[src/rtl/pipe_bus_pkg.sv]
// Shared types and constants for the CPU-to-Avalon memory bridge.
package pipe_bus_pkg;

   typedef enum logic {
      IDLE = 1'b0,
      BUS  = 1'b1
   } bus_state_t;

   localparam int unsigned DEFAULT_TIMEOUT_CYCLES = 1023;

   // Bus addresses are always word aligned; the low two bits are dropped.
   localparam logic [31:0] WORD_ALIGN_MASK = 32'hFFFF_FFFC;

endpackage

[src/rtl/pipe_bus_watchdog.sv]
// Wait-state watchdog: counts stalled bus cycles and flags the cycle whose
// edge would bring the count up to TIMEOUT_CYCLES.
module pipe_bus_watchdog #(
   parameter int unsigned TIMEOUT_CYCLES = 1023
) (
   input  logic clk,
   input  logic reset,
   input  logic clear,
   input  logic count_en,
   output logic expired
);

   localparam int unsigned W = $clog2(TIMEOUT_CYCLES + 1);
   localparam logic [W-1:0] LAST = W'(TIMEOUT_CYCLES - 1);

   logic [W-1:0] count_q;
   logic [W-1:0] count_d;

   // Next count: clear on entry to a transfer, otherwise advance per wait cycle.
   always_comb begin
      count_d = count_q;
      if (clear) begin
         count_d = '0;
      end else if (count_en) begin
         count_d = count_q + W'(1);
      end
   end

   // Count register.
   always_ff @(posedge clk) begin
      if (reset) begin
         count_q <= '0;
      end else begin
         count_q <= count_d;
      end
   end

   // Expiry only while waiting, so a waitrequest drop on the same edge wins.
   assign expired = count_en && (count_q == LAST);

endmodule

[src/rtl/pipe_bus_bridge.sv]
// Bridge from the CPU memory-stage request port to an Avalon-style bus.
// States:
//   IDLE | no transfer outstanding, accepting CPU requests
//   BUS  | transfer held on the bus until waitrequest drops or watchdog fires
module pipe_bus_bridge
   import pipe_bus_pkg::*;
#(
   parameter int unsigned TIMEOUT_CYCLES = DEFAULT_TIMEOUT_CYCLES
) (
   input  logic        clk,
   input  logic        reset,
   input  logic        cpu_read,
   input  logic        cpu_write,
   input  logic [31:0] cpu_address,
   input  logic [31:0] cpu_writedata,
   input  logic [3:0]  cpu_byteenable,
   output logic        cpu_stall,
   output logic [31:0] cpu_readdata,
   output logic        cpu_readvalid,
   output logic        bus_error,
   output logic        read,
   output logic        write,
   output logic [31:0] address,
   output logic [31:0] writedata,
   output logic [3:0]  byteenable,
   input  logic        waitrequest,
   input  logic [31:0] readdata
);

   bus_state_t  state_q, state_d;
   logic        read_q, read_d;
   logic        write_q, write_d;
   logic [31:0] address_q, address_d;
   logic [31:0] writedata_q, writedata_d;
   logic [3:0]  byteenable_q, byteenable_d;
   logic [31:0] rdata_q, rdata_d;
   logic        rvalid_q, rvalid_d;
   logic        err_q, err_d;
   logic        wd_clear;
   logic        wd_en;
   logic        wd_expired;

   pipe_bus_watchdog #(
      .TIMEOUT_CYCLES (TIMEOUT_CYCLES)
   ) u_watchdog (
      .clk      (clk),
      .reset    (reset),
      .clear    (wd_clear),
      .count_en (wd_en),
      .expired  (wd_expired)
   );

   // Next-state, hold-register and response logic.
   always_comb begin
      state_d      = state_q;
      read_d       = read_q;
      write_d      = write_q;
      address_d    = address_q;
      writedata_d  = writedata_q;
      byteenable_d = byteenable_q;
      rdata_d      = rdata_q;
      rvalid_d     = 1'b0;
      err_d        = err_q;
      wd_clear     = 1'b0;
      wd_en        = 1'b0;
      unique case (state_q)
         IDLE: begin
            if (cpu_read ^ cpu_write) begin
               address_d    = cpu_address & WORD_ALIGN_MASK;
               writedata_d  = cpu_writedata;
               byteenable_d = cpu_byteenable;
               read_d       = cpu_read;
               write_d      = cpu_write;
               wd_clear     = 1'b1;
               state_d      = BUS;
               if (cpu_address[1:0] != 2'b00) begin
                  err_d = 1'b1;
               end
            end else if (cpu_read && cpu_write) begin
               err_d = 1'b1;
            end
         end
         BUS: begin
            if (!waitrequest) begin
               state_d = IDLE;
               read_d  = 1'b0;
               write_d = 1'b0;
               if (read_q) begin
                  rdata_d  = readdata;
                  rvalid_d = 1'b1;
               end
            end else begin
               wd_en = 1'b1;
               if (wd_expired) begin
                  // Aborted reads still return (zero) data so the pipeline unfreezes.
                  state_d = IDLE;
                  read_d  = 1'b0;
                  write_d = 1'b0;
                  err_d   = 1'b1;
                  if (read_q) begin
                     rdata_d  = '0;
                     rvalid_d = 1'b1;
                  end
               end
            end
         end
         default: state_d = IDLE;
      endcase
   end

   // State and datapath registers.
   always_ff @(posedge clk) begin
      if (reset) begin
         state_q      <= IDLE;
         read_q       <= 1'b0;
         write_q      <= 1'b0;
         address_q    <= '0;
         writedata_q  <= '0;
         byteenable_q <= '0;
         rdata_q      <= '0;
         rvalid_q     <= 1'b0;
         err_q        <= 1'b0;
      end else begin
         state_q      <= state_d;
         read_q       <= read_d;
         write_q      <= write_d;
         address_q    <= address_d;
         writedata_q  <= writedata_d;
         byteenable_q <= byteenable_d;
         rdata_q      <= rdata_d;
         rvalid_q     <= rvalid_d;
         err_q        <= err_d;
      end
   end

   assign cpu_stall     = (state_q == BUS);
   assign cpu_readdata  = rdata_q;
   assign cpu_readvalid = rvalid_q;
   assign bus_error     = err_q;
   assign read          = read_q;
   assign write         = write_q;
   assign address       = address_q;
   assign writedata     = writedata_q;
   assign byteenable    = byteenable_q;

endmodule
[config.mk]
export PLATFORM = sky130hd
export DESIGN_NAME = pipe_bus_bridge
export DESIGN_NICKNAME = d
export VERILOG_FILES = /design/src/rtl/pipe_bus_pkg.sv /design/src/rtl/pipe_bus_watchdog.sv /design/src/rtl/pipe_bus_bridge.sv
export SDC_FILE = /design/constraint.sdc
export NUM_CORES = 1
export LEC_CHECK = 0
export ABC_AREA = 1
export BUFFER_PORTS_ARGS = -buffer_cell sky130_fd_sc_hd__buf_2
export CAP_MARGIN = 20
export CORE_MARGIN = 2
export CORE_UTILIZATION = 41
export DETAILED_ROUTE_END_ITERATION = 8
export PLACE_DENSITY = 0.8
export SLEW_MARGIN = 15
export SYNTH_ARGS = -nofsm -noshare
export SYNTH_HDL_FRONTEND = slang
export SYNTH_SLANG_ARGS = --single-unit
[constraint.sdc]
create_clock -name clk -period 1.4 [get_ports clk]
set_clock_uncertainty 0.05 [all_clocks]
set_input_delay 0.21 -clock clk [delete_from_list [all_inputs] [get_ports clk]]
set_output_delay 0.21 -clock clk [all_outputs]
set_load 0.05 [all_outputs]
# [Word level (Yosys, flattened, before mapping)]
# Cells that the tools add are included.
[op_classes] n_addsub=1 multipliers=0 div=0 order_cmp=0 eq_ne=9 shifts=0 n_mux=26 bitwise_logic=2 reduce_logical=10
[ops] cell="32-bit 2-to-1 mux" count=4
[ops] cell="1-bit 2-to-1 mux" count=18
[ops] cell="10-bit by 1-bit adder with 10-bit output (second input constant)" count=1
[ops] cell="10-bit == test (second input constant)" count=1
[ops] cell="1-bit case mux with 2 select lines" count=4
[ops] cell="4-bit AND reduction" count=2
[ops] cell="2-bit != test (second input constant)" count=3
[ops] cell="3-bit != test (second input constant)" count=2
[ops] cell="2-bit by 1-bit != test with 1-bit output (second input constant)" count=2
[ops] cell="2-bit AND reduction" count=2
[ops] cell="2-bit nonzero test" count=2
[ops] cell="2-bit OR reduction" count=2
[ops] cell="3-bit by 2-bit != test with 1-bit output (second input constant)" count=1
[ops] cell="1-bit logical AND" count=2
[ops] cell="1-bit NOT" count=1
[ops] cell="1-bit XOR" count=1
[word_totals] reg_bits=113 latch_bits=0 ramBits=0 rom_bits=0 input_bits=105 out_inout_bits=105 elab_cells=58 n_memories=0

# [Logic depth before layout (Yosys ltp)]
[logic_depth] word_depth=6 depth_mapped=9

# [Modules after synthesis]
# From an unflattened synthesis, not the netlist that was laid out.
[unflattened] cells_unflattened=554 hier_area_um2=4262.8
[modules_own_cells] mod="pipe_bus_bridge" n_inst=1 cells_per_inst=483 area_per_inst_um2=3769.9
[modules_own_cells] mod="pipe_bus_watchdog" n_inst=1 cells_per_inst=71 area_per_inst_um2=493.0

# [Worst setup path after synthesis]
# OpenSTA, ideal clock, no wires.
[synth_path] kind="register to register" startpoint="reg state_q (netlist: cpu_stall)" endpoint="reg rdata_q[0] (netlist: cpu_readdata[0])" setup_time_ns=0.132 t_arrival_ns=1.496 path_slack_ns=-0.279 path_stages_with_launch=7 n_path_buf=1 synth_period_minus_slack_ns=1.679 cell_sequence="dfxtp_1 > nand2_1 > nor2_4 > inv_2 > buf_6 > nand3_1 > a21oi_1"
[synth_between] elab_chain_cells=4 elab_cells_between_ends=5 classes_between="2 x eq/ne; 1 x mux; 2 x reduce/logical"
[synth_rtl] element="start: declaration" line_no="pipe_bus_bridge.sv:30" rtl="bus_state_t state_q, state_d;"
[synth_rtl] element="start signal: assignment" line_no="pipe_bus_bridge.sv:124" rtl="state_q <= state_d;"
[synth_rtl] element="1-bit 2-to-1 mux" line_no="pipe_bus_bridge.sv:66" rtl="unique case (state_q)"
[synth_rtl] element="1-bit logical AND" line_no="pipe_bus_watchdog.sv:39" rtl="assign expired = count_en && (count_q == LAST);"
[synth_rtl] element="2-bit != test (no source line) or 2-bit by 1-bit != test with 1-bit output (tied branches)"
[synth_rtl] element="4-bit AND reduction (no source line) *"
[synth_rtl] element="end signal: assignment" line_no="pipe_bus_bridge.sv:130" rtl="rdata_q <= rdata_d;"
[synth_rtl] element="end: declaration" line_no="pipe_bus_bridge.sv:36" rtl="logic [31:0] rdata_q, rdata_d;"
# Every way passes the cells marked *; elsewhere a longest branch is shown, timed or not.
# A chain may end at the register's enable or synchronous reset.

# [Final worst setup path]
[layout_path] startpoint="reg u_watchdog.count_q[0]" endpoint="reg rdata_q[24] (netlist: cpu_readdata[24])"
[layout_between] elab_chain_cells=4 elab_cells_between_ends=5 classes_between="3 x eq/ne; 2 x reduce/logical"
[layout_rtl] element="start: declaration" line_no="pipe_bus_watchdog.sv:16" rtl="logic [W-1:0] count_q;"
[layout_rtl] element="start signal: assignment" line_no="pipe_bus_watchdog.sv:34" rtl="count_q <= count_d;"
[layout_rtl] element="10-bit == test *" line_no="pipe_bus_watchdog.sv:39"
[layout_rtl] element="1-bit logical AND *" line_no="pipe_bus_watchdog.sv:39"
[layout_rtl] element="2-bit != test (no source line) or 2-bit by 1-bit != test with 1-bit output (tied branches)"
[layout_rtl] element="4-bit AND reduction (no source line) *"
# Marks and branches as above.

==> summary.txt <==
Status: finished with violations
Failing checks: setup timing
Utilization of the core after routing: 75.16%
TritonCTS clock tree: yes
Crit path DAT: 1820 ps
Slowest stage delay, CP: 320 ps
First-pass GRT wire length: 22.90 mm
Fill cell count: 628
Hold_ws: 71.57 ps
Post-Route WL: 15.76 mm
Most common cell after layout, fill and taps aside: nor2_1
Die area: 11,100 sq um
Peak VDD IR: 0.7947 mV
Min-delay worst type: input pin to register
Number of synthesized register bits: 113
Syn_area_per_cell: 7.855 sq um
Unique masters post-synth: 27
Sequential fraction of the synthesis area: 53.73%
Most frequent cells in the layout: nor2_1 (141), buf_2 (136), dfxtp_1 (107)
Pwr Density: 1406 nW/um^2
Leakage power total: 3.382 nW
Count of input and output buffers: 207
Largest net degree at the start of global routing: 67
DP Wirelength: 7.869 mm
Met2 Usage GRT: 47.37%
Global Route Usage Sum: 25.47%
Htree depth: 4
Critical path type: register to register
Via-to-Cell Ratio: 5.111
Critical Path RT: 1730 ps
Slew Viols, Final: 0
CTS clk-pin slew, worst paths: 50 ps
Clk Latency, worst-skew pair: 500 ps
YS warnings: 0
Num CTS Buffers: 17
GRT met1 Usage: 26.60%
Die Y: 105.3 microns
Initial antenna violation count: 0
TritonRoute pass-1 iters: 5
RSZ-0062 raised after global routing: true
Worst R2R Setup Slack: -80 ps
CP Cell Sequence: inv_2 -> ha_4 -> nand2_2 -> nor2_4 -> nand4_4 -> clkbuf_16 -> nand3_1 -> a21oi_1
Max Clock Freq: 673.9 MHz
Drt drc: 0
Mapped Cells: 536
Final setup fails: 32
Critical Path Sink Type: register
GR peak layer: met2
Drt wl/cell: 15.84 microns
Crit-path slowest cell: dfxtp_2
Routability congestion estimate from global placement: 0.8580
Post-route minimum period: 1484 ps
Layout area overhead: 76.11%
Met3 usage: 8.534%
Clock buffer depth: 2
Crit path launch type: register
Period utilization: 106.0%
Num ports: 210
Final setup margin: -83.81 ps
Final Hold Viols: 0
Root Buffer: clkbuf_8
NumNets Final: 958
Vias in the first global route: 4,922
Synthesized area: 4210 sq um
Pre-CTS setup slack: -209.4 ps
# diodes: 0
Worst Path Max Fanout: 8
Sink Count: 113
ANT nets after route: 0
1st-iter DRT viols: 394
Cell Rows: 36
Max-Cap Viols: 0
Grt ovf: 0
Layout cells sized above 1: 33.64%
Core Area: 9864 sq um
Die width: 105.3 microns
Starting Density: 42.68%
Vias: 5,085
==> where the power goes <==
group          total, W  switching, W  internal, W
sequential      0.00361      0.000147      0.00346
clock           0.00462       0.00145      0.00317
combinational   0.00219       0.00147     0.000725
==> logic make-up after synthesis <==
| family | count (synthesis) | share of synthesized area, % |
|---|---|---|
| simple gates | 253 | 25.29 |
| compound gates | 117 | 14.00 |
| flops | 113 | 53.73 |
| buf+inv | 49 | 6.003 |
| fa+ha+maj | 3 | 0.8916 |
| other cells | 1 | 0.08907 |
==> cell usage after synthesis, drive strengths merged <==
master  instances  area, sq um
dfxtp         113         2262
nand4           2        18.77
clkbuf         16        60.06
ha              3        37.54
nor3            1        5.000
nand3b          1        7.510
buf            20        143.9
o21ai          71        355.3
nor2          149        591.8
or2             2        12.52
nand3          37        190.2
inv            13        48.80
a21oi          46        234.0
nand2          61        239.0
conb            1        3.750
==> critical path, delay by kind of cell (launching register included) <==
family | cells | cell delay [ps]
and+or+nand+nor | 4 | 480
DFF | 1 | 320
buffers and inverters | 2 | 310
adders and majority gates | 1 | 130
AOI/OAI and AO/OA | 1 | 70
==> layer usage <==
metal,share of wire (%),vias up
met5,0,-
met4,2.0,0
met3,8.5,34
met2,53,297
met1,36,2382
li1,-,2372
==> registers in the layout (all words and copies together), names as in the netlist <==
name                count
write                   1
byteenable              4
bus_error               1
cpu_stall               1
cpu_readdata           32
address                30
u_watchdog.count_q     10
cpu_readvalid           1
read                    1
writedata              32
==> repair_timing <==
item / in CTS / in global routing
gates resized for setup: 13 / 84
setup buffers: 0 / 3
hold endpoints to repair: 100 / 0
hold buffers: 101 / 0
setup endpoints to repair: 24 / 113
gates cloned: 0 / 4
==> worst paths after layout <==
kind                                             from               endpoint  depth (start not counted)
worst max-delay path            u_watchdog.count_q[0]       cpu_readdata[24]                          8
worst min-delay path                      waitrequest  u_watchdog.count_q[9]                          4
worst max register to register  u_watchdog.count_q[0]       cpu_readdata[24]                          8
worst min register to register  u_watchdog.count_q[6]  u_watchdog.count_q[6]                          2
==> area by class of cell <==
cell class	count	area [sq um]	share of cell area, %
Sequential cell	113	2272	30.64
Tap cell	133	166.4	2.244
Inverter	13	51.30	0.6919
Clock inverter	8	147.6	1.991
Multi-Input combinational cell	375	1763	23.78
Clock buffer	23	498.0	6.716
Timing Repair Buffer	330	2516	33.94
==> per-stage QoR <==
step                setup TNS [ps]  instance area [sq um]  total power (W)  std cells
floorplan                        0                   4222         0.004932        537
global placement             -4289                   5395         0.005436        856
detailed placement           -8722                   5395         0.005472        856
CTS                              0                   7083          0.01034        988
global route                 -3857                   7415          0.01080        995
finish                       -1825                   7415          0.01043        995
No activity file was read; power rests on OpenSTA's default activity.
